--- config.mk ---
export PLATFORM = sky130hd
export DESIGN_NAME = encoder_pos_tracker
export DESIGN_NICKNAME = d
export VERILOG_FILES = /design/src/rtl/encoder_pkg.sv /design/src/rtl/encoder_unwrap.sv /design/src/rtl/encoder_pos_tracker.sv
export SDC_FILE = /design/constraint.sdc
export NUM_CORES = 1
export LEC_CHECK = 0
export CAP_MARGIN = 40
export CORE_MARGIN = 3
export CORE_UTILIZATION = 57
export CTS_CLUSTER_DIAMETER = 60
export DETAILED_ROUTE_END_ITERATION = 8
export HOLD_SLACK_MARGIN = 0.03
export PLACE_DENSITY = 0.78
export SYNTH_ARGS = -nofsm -noshare
export SYNTH_HDL_FRONTEND = slang
export SYNTH_SLANG_ARGS = --single-unit
--- constraint.sdc ---
create_clock -name i_clk -period 5.54 [get_ports i_clk]
set_input_delay 1.108 -clock i_clk [delete_from_list [all_inputs] [get_ports i_clk]]
set_output_delay 1.108 -clock i_clk [all_outputs]
set_load 0.02 [all_outputs]
--- src/rtl/encoder_pkg.sv ---
// Shared types and helpers for the multi-turn encoder position tracker.
package encoder_pkg;

  localparam int ENC_POS_W = 12;

  typedef enum logic [2:0] {
    IDLE,
    TRIG,
    BLANK,
    ACQ,
    WAIT
  } tracker_state_t;

  // Shortest signed step between two angles; a half-turn (0x800) reads as -2048.
  function automatic logic signed [ENC_POS_W-1:0] enc_wrap_delta(
    input logic [ENC_POS_W-1:0] new_pos,
    input logic [ENC_POS_W-1:0] prev_pos
  );
    return new_pos - prev_pos;
  endfunction

endpackage

--- src/rtl/encoder_unwrap.sv ---
// Unwraps successive 12-bit angles into a signed multi-turn position and per-sample delta.
module encoder_unwrap
  import encoder_pkg::*;
#(
  parameter int TURN_W = 20
) (
  input  logic                          i_clk,
  input  logic                          i_rst_n,
  input  logic                          accept,
  input  logic                          zero,
  input  logic                          rearm,
  input  logic [ENC_POS_W-1:0]          pos,
  output logic [TURN_W+ENC_POS_W-1:0]   o_pos,
  output logic [ENC_POS_W-1:0]          o_speed
);

  logic [ENC_POS_W-1:0]        prev;
  logic                        armed;
  logic signed [ENC_POS_W-1:0] delta;

  assign delta = enc_wrap_delta(pos, prev);

  always_ff @(posedge i_clk or negedge i_rst_n) begin
    if (!i_rst_n) begin
      prev    <= '0;
      armed   <= 1'b1;
      o_pos   <= '0;
      o_speed <= '0;
    end else begin
      if (accept) begin
        prev <= pos;
        if (armed) begin
          o_pos   <= {{TURN_W{1'b0}}, pos};
          o_speed <= '0;
          armed   <= 1'b0;
        end else begin
          o_pos   <= o_pos + {{TURN_W{delta[ENC_POS_W-1]}}, delta};
          o_speed <= delta;
        end
      end
      if (rearm) armed <= 1'b1;
      // Zeroing wins over an accept in the same cycle; prev is kept so later deltas stay relative.
      if (zero) o_pos <= '0;
    end
  end

endmodule

--- src/rtl/encoder_pos_tracker.sv ---
// Periodically triggers the encoder reader, accepts its angle and tracks multi-turn position.
module encoder_pos_tracker
  import encoder_pkg::*;
#(
  parameter int SAMPLE_PERIOD = 50000,
  parameter int TIMEOUT       = 100000,
  parameter int TURN_W        = 20
) (
  input  logic                        i_clk,
  input  logic                        i_rst_n,
  input  logic                        i_enable,
  input  logic                        i_zero,
  input  logic                        i_fault_clear,
  input  logic [ENC_POS_W-1:0]        i_enc_pos,
  input  logic                        i_enc_valid,
  output logic                        o_enc_start,
  output logic                        o_enc_clear,
  output logic [TURN_W+ENC_POS_W-1:0] o_pos,
  output logic [ENC_POS_W-1:0]        o_speed,
  output logic                        o_update,
  output logic                        o_pos_valid,
  output logic                        o_fault,
  output tracker_state_t              o_dbg_state
);

  localparam int PCNT_W = $clog2(SAMPLE_PERIOD);
  localparam int TCNT_W = $clog2(TIMEOUT + 1);
  localparam logic [PCNT_W-1:0] PERIOD_LAST  = PCNT_W'(SAMPLE_PERIOD - 1);
  localparam logic [TCNT_W-1:0] TIMEOUT_LAST = TCNT_W'(TIMEOUT - 1);

  tracker_state_t    state, state_d;
  logic [PCNT_W-1:0] pcnt;
  logic [TCNT_W-1:0] tcnt;
  logic              accept, timeout, rearm;

  // Reader handshake: o_enc_start is a one-cycle request; the reader answers with a
  // one-cycle i_enc_valid carrying i_enc_pos. There is no backpressure, and valid is
  // only honoured in ACQ, after the blanking cycle that lets the reader drop stale valid.
  always_comb begin
    state_d = state;
    accept  = 1'b0;
    timeout = 1'b0;
    if (!i_enable) begin
      state_d = IDLE;
    end else begin
      case (state)
        IDLE:  state_d = TRIG;
        TRIG:  state_d = BLANK;
        BLANK: state_d = ACQ;
        ACQ: begin
          if (i_enc_valid) begin
            accept  = 1'b1;
            state_d = WAIT;
          end else if (tcnt == TIMEOUT_LAST) begin
            timeout = 1'b1;
            state_d = WAIT;
          end
        end
        WAIT:    if (pcnt == PERIOD_LAST) state_d = TRIG;
        default: state_d = IDLE;
      endcase
    end
  end

  assign rearm       = timeout || !i_enable;
  assign o_dbg_state = state;

  always_ff @(posedge i_clk or negedge i_rst_n) begin
    if (!i_rst_n) begin
      state       <= IDLE;
      pcnt        <= '0;
      tcnt        <= '0;
      o_enc_start <= 1'b0;
      o_enc_clear <= 1'b0;
      o_update    <= 1'b0;
      o_pos_valid <= 1'b0;
      o_fault     <= 1'b0;
    end else begin
      state       <= state_d;
      o_enc_start <= i_enable && (state == TRIG);
      o_enc_clear <= timeout;
      o_update    <= accept;

      // Period counter counts cycles since TRIG and saturates, so a late WAIT retriggers at once.
      if (!i_enable || state == IDLE) pcnt <= '0;
      else if (state == TRIG)         pcnt <= PCNT_W'(1);
      else if (pcnt != PERIOD_LAST)   pcnt <= pcnt + PCNT_W'(1);

      if (i_enable && state == ACQ) tcnt <= tcnt + TCNT_W'(1);
      else                          tcnt <= '0;

      if (rearm)       o_pos_valid <= 1'b0;
      else if (accept) o_pos_valid <= 1'b1;

      if (timeout)            o_fault <= 1'b1;
      else if (i_fault_clear) o_fault <= 1'b0;
    end
  end

  encoder_unwrap #(
    .TURN_W(TURN_W)
  ) u_unwrap (
    .i_clk   (i_clk),
    .i_rst_n (i_rst_n),
    .accept  (accept),
    .zero    (i_zero),
    .rearm   (rearm),
    .pos     (i_enc_pos),
    .o_pos   (o_pos),
    .o_speed (o_speed)
  );

endmodule

==> results.cfg <==
[drt]
ant_nets = 0
firstDrtPassIters = 4
drt_wl_total_um = 13800
vias_per_cell = 5.76
vias = 5170
drc_errors = 0
post_drt_wl_per_cell_um = 15.4
drt-initial-drc-count = 286

[power_and_ir_drop]
internal_power_mw = 1.83
total_power_mw = 3.17
power.share.combinational_pct = 59.7
clkPwrFrac_pct = 15.1
cellPowerDensity_nw_per_um2 = 426
swShare_pct = 42.3
p_switching_mw = 1.34
peakVddDrop_mv = 0.333
p_leak_nw = 3.45
p_seq_share_pct = 25.2

[synthesis]
synth_seq_cells = 98
syn_nets = 719
synthFlopType = dfrtp_1
ys_types = 54
synth_top_cell_by_area = dfrtp_1
synthArstFlopShare_pct = 100
synth-edff-count = 0
ys_warn_count = 0
synth_area_sq_um = 6090
synth_common_cells = dfrtp_1, nor2_1, nand2_1
seq_area_frac_synth_pct = 40.3
ys_top_cells_by_area = dfrtp_1, ha_1, xor2_1
yosysMostFrequentCell = dfrtp_1
yosysTopAreaCellShare_pct = 39.9
syn-mean-instance-area_sq_um = 9.33
syn_inst = 652

[place]
post-place-ws_ns = -0.260
port_buffers = 69
gp_congestion = 0.880
dp_cells = 881
dp_hpwl_um = 10100

[critical_path]
cp_cell_sequence = clkdlybuf4s50_1, ha_1, nor2b_1, o21a_1, o21ai_0, a211oi_1, o31ai_1, buf_4, xnor2_2, buf_4, ha_1, a21oi_1, o21ai_0, a21o_1, a21o_1, a2111oi_4, o41ai_2, a21oi_1, o21a_2, o21ai_2
crit_fanout = 12
crit_slowest_cell = clkdlybuf4s50_1
critPathArrivalTime_ns = 5.56
worstSetupEndpointType = register
cpPeakStageDelay_ns = 0.49
critical_path_buf_inv_count = 3
crit_family = compound AO/OA/AOI/OAI gates
critPathLaunchType = input pin
crit_type = in -> reg
path_depth = 20
crit_required_ns = 5.82
rr_worst_depth = 20

[die]
fp.dieH_um = 109
dieArea_sq_um = 12000
rows = 37
boundaryPins = 70
die_w_um = 109
initial_core_util_pct = 58.7
core_area_sq_um = 10400

[clock_tree]
insertion_delay_ns = 0.39
cts.clk_slew.worst_paths_ns = 0.10
htree_levels = 3
cts_tree = built
clockRootBuffer = clkbuf_8
ctsLongestPathBuffers = 2
clock-sinks = 98
numCtsBuffers = 9
holdBufCountCts = 0

[timing]
hold_viol = 0
setup_violations = 0
drv_slew = 0
max_freq_mhz = 189
timing.final.ws_setup_ns = 0.259
finalCriticalPeriod_ns = 5.28
finalCritPeriodShare_pct = 95.3
skew_ns = 0.0121
slew_headroom_pct = 51.1
tightest_slew_ns = 0.731

[cells_and_area]
diodes = 0
nets = 823
instances_no_fill = 897
post-route-util_pct = 71.7
area_delta_synth_final_pct = 22.2
layout-drive-gt1-share_pct = 10.6

[run]
maxCapViolations = 0

[run_status]
status = completed

[global_routing]
overflow = 0
grt_pass1_vias = 5210
grt_pass1_wl_um = 23700
grt_start_max_net_pins = 58
grt_usage_pct = 24.7
antenna_found_initial = 0

[min_path]
hp-class = reg -> reg
holdPathStages = 1
-- state kept, by name, summed over array words and instances, names as in the netlist, 3 cells and up --
register / cells
u_unwrap.o_pos: 32
tcnt: 17
pcnt: 16
u_unwrap.o_speed: 12
u_unwrap.prev: 12
o_dbg_state: 3
-- what timing repair did --
item | CTS | global route
resized for setup | 0 | 7
setup buffers | 0 | 0
endpoints found under the setup margin | 0 | 11
-- power groups by stage --
stage	combinational [mW]	sequential, mW	clock (mW)
floorplan	1.23	0.816	0
finish	1.89	0.798	0.479
CTS	1.85	0.799	0.489
global placement	1.77	0.811	0
global route	2.10	0.806	0.520
detailed placement	1.83	0.812	0
-- per-stage QoR --
stage | cell area (sq um) | setup TNS, ns | hold WS, ns
2_1_floorplan | 6090 | 0 | 0.447
3_3_place_gp | 7190 | -0.528 | 0.468
3_5_place_dp | 7200 | -1.66 | 0.472
4_1_cts | 7400 | 0 | 0.496
5_1_grt | 7440 | -0.0264 | 0.510
6_report | 7440 | 0 | 0.492
-- worst paths after layout --
check	startpoint	endpoint	slack, ns
worst max-delay path	i_enc_pos[1]	u_unwrap.o_pos[28]$_DFFE_PN0P_	0.26
min in group asynchronous	i_rst_n	u_unwrap.o_pos[1]$_DFFE_PN0P_	0.71
worst max register to register	u_unwrap.prev[1]$_DFFE_PN0P_	u_unwrap.o_pos[28]$_DFFE_PN0P_	1.08
max in group asynchronous	i_rst_n	u_unwrap.o_pos[22]$_DFFE_PN0P_	3.71
worst min register to register	tcnt[0]$_DFF_PN0_	tcnt[0]$_DFF_PN0_	0.49
worst min-delay path	tcnt[0]$_DFF_PN0_	tcnt[0]$_DFF_PN0_	0.49
-- worst register-to-register path: cells and delay by family (launching register included) --
kind | cells | cell delay (ns)
and+or+nand+nor | 1 | 0.13
DFF | 1 | 0.37
buffers and inverters | 3 | 0.59
xor gates and xnor gates | 1 | 0.21
AOI/OAI and AO/OA | 13 | 2.55
adders and majority gates | 2 | 0.51
-- final cells by class --
cell class	count	area [sq um]
Timing Repair Buffer	109	988
Clock inverter	7	77.6
Inverter	29	109
Multi-Input combinational cell	509	3510
Sequential cell	98	2450
Fill cell	789	2930
Tap cell	136	170
Clock buffer	9	124
-- layer usage --
metal  global-route usage (%)  part of all wire (%)  vias up
met2                     41.6                    48      123
met3                     3.58                   4.5       35
met1                     31.5                    44     2456
met5                        0                     0        -
li1                         -                     -     2556
met4                     11.4                   2.9        0
-- cells in the final DEF (no fill, tap or decap), drive strengths merged, types with 24 or more instances in the layout --
cell           netlist  final
a21oi               49     49
a22o                24     24
buf                  2     41
clkdlybuf4s50        0     68
dfrtp               97     97
ha                  47     47
inv                 28     29
nand2               55     55
nor2                57     57
o21ai               46     46
xnor2               30     30
xor2                33     33
-- logic make-up after synthesis --
group | synth area share [%]
muxes | 0.987
xor gates and xnor gates | 9.07
buffers and inverters | 2.78
adders and majority gates | 10.3
DFF | 40.3
AOI/OAI and AO/OA | 20.5
and+or+nand+nor | 16.0
No activity file was read; power rests on OpenSTA's default activity.
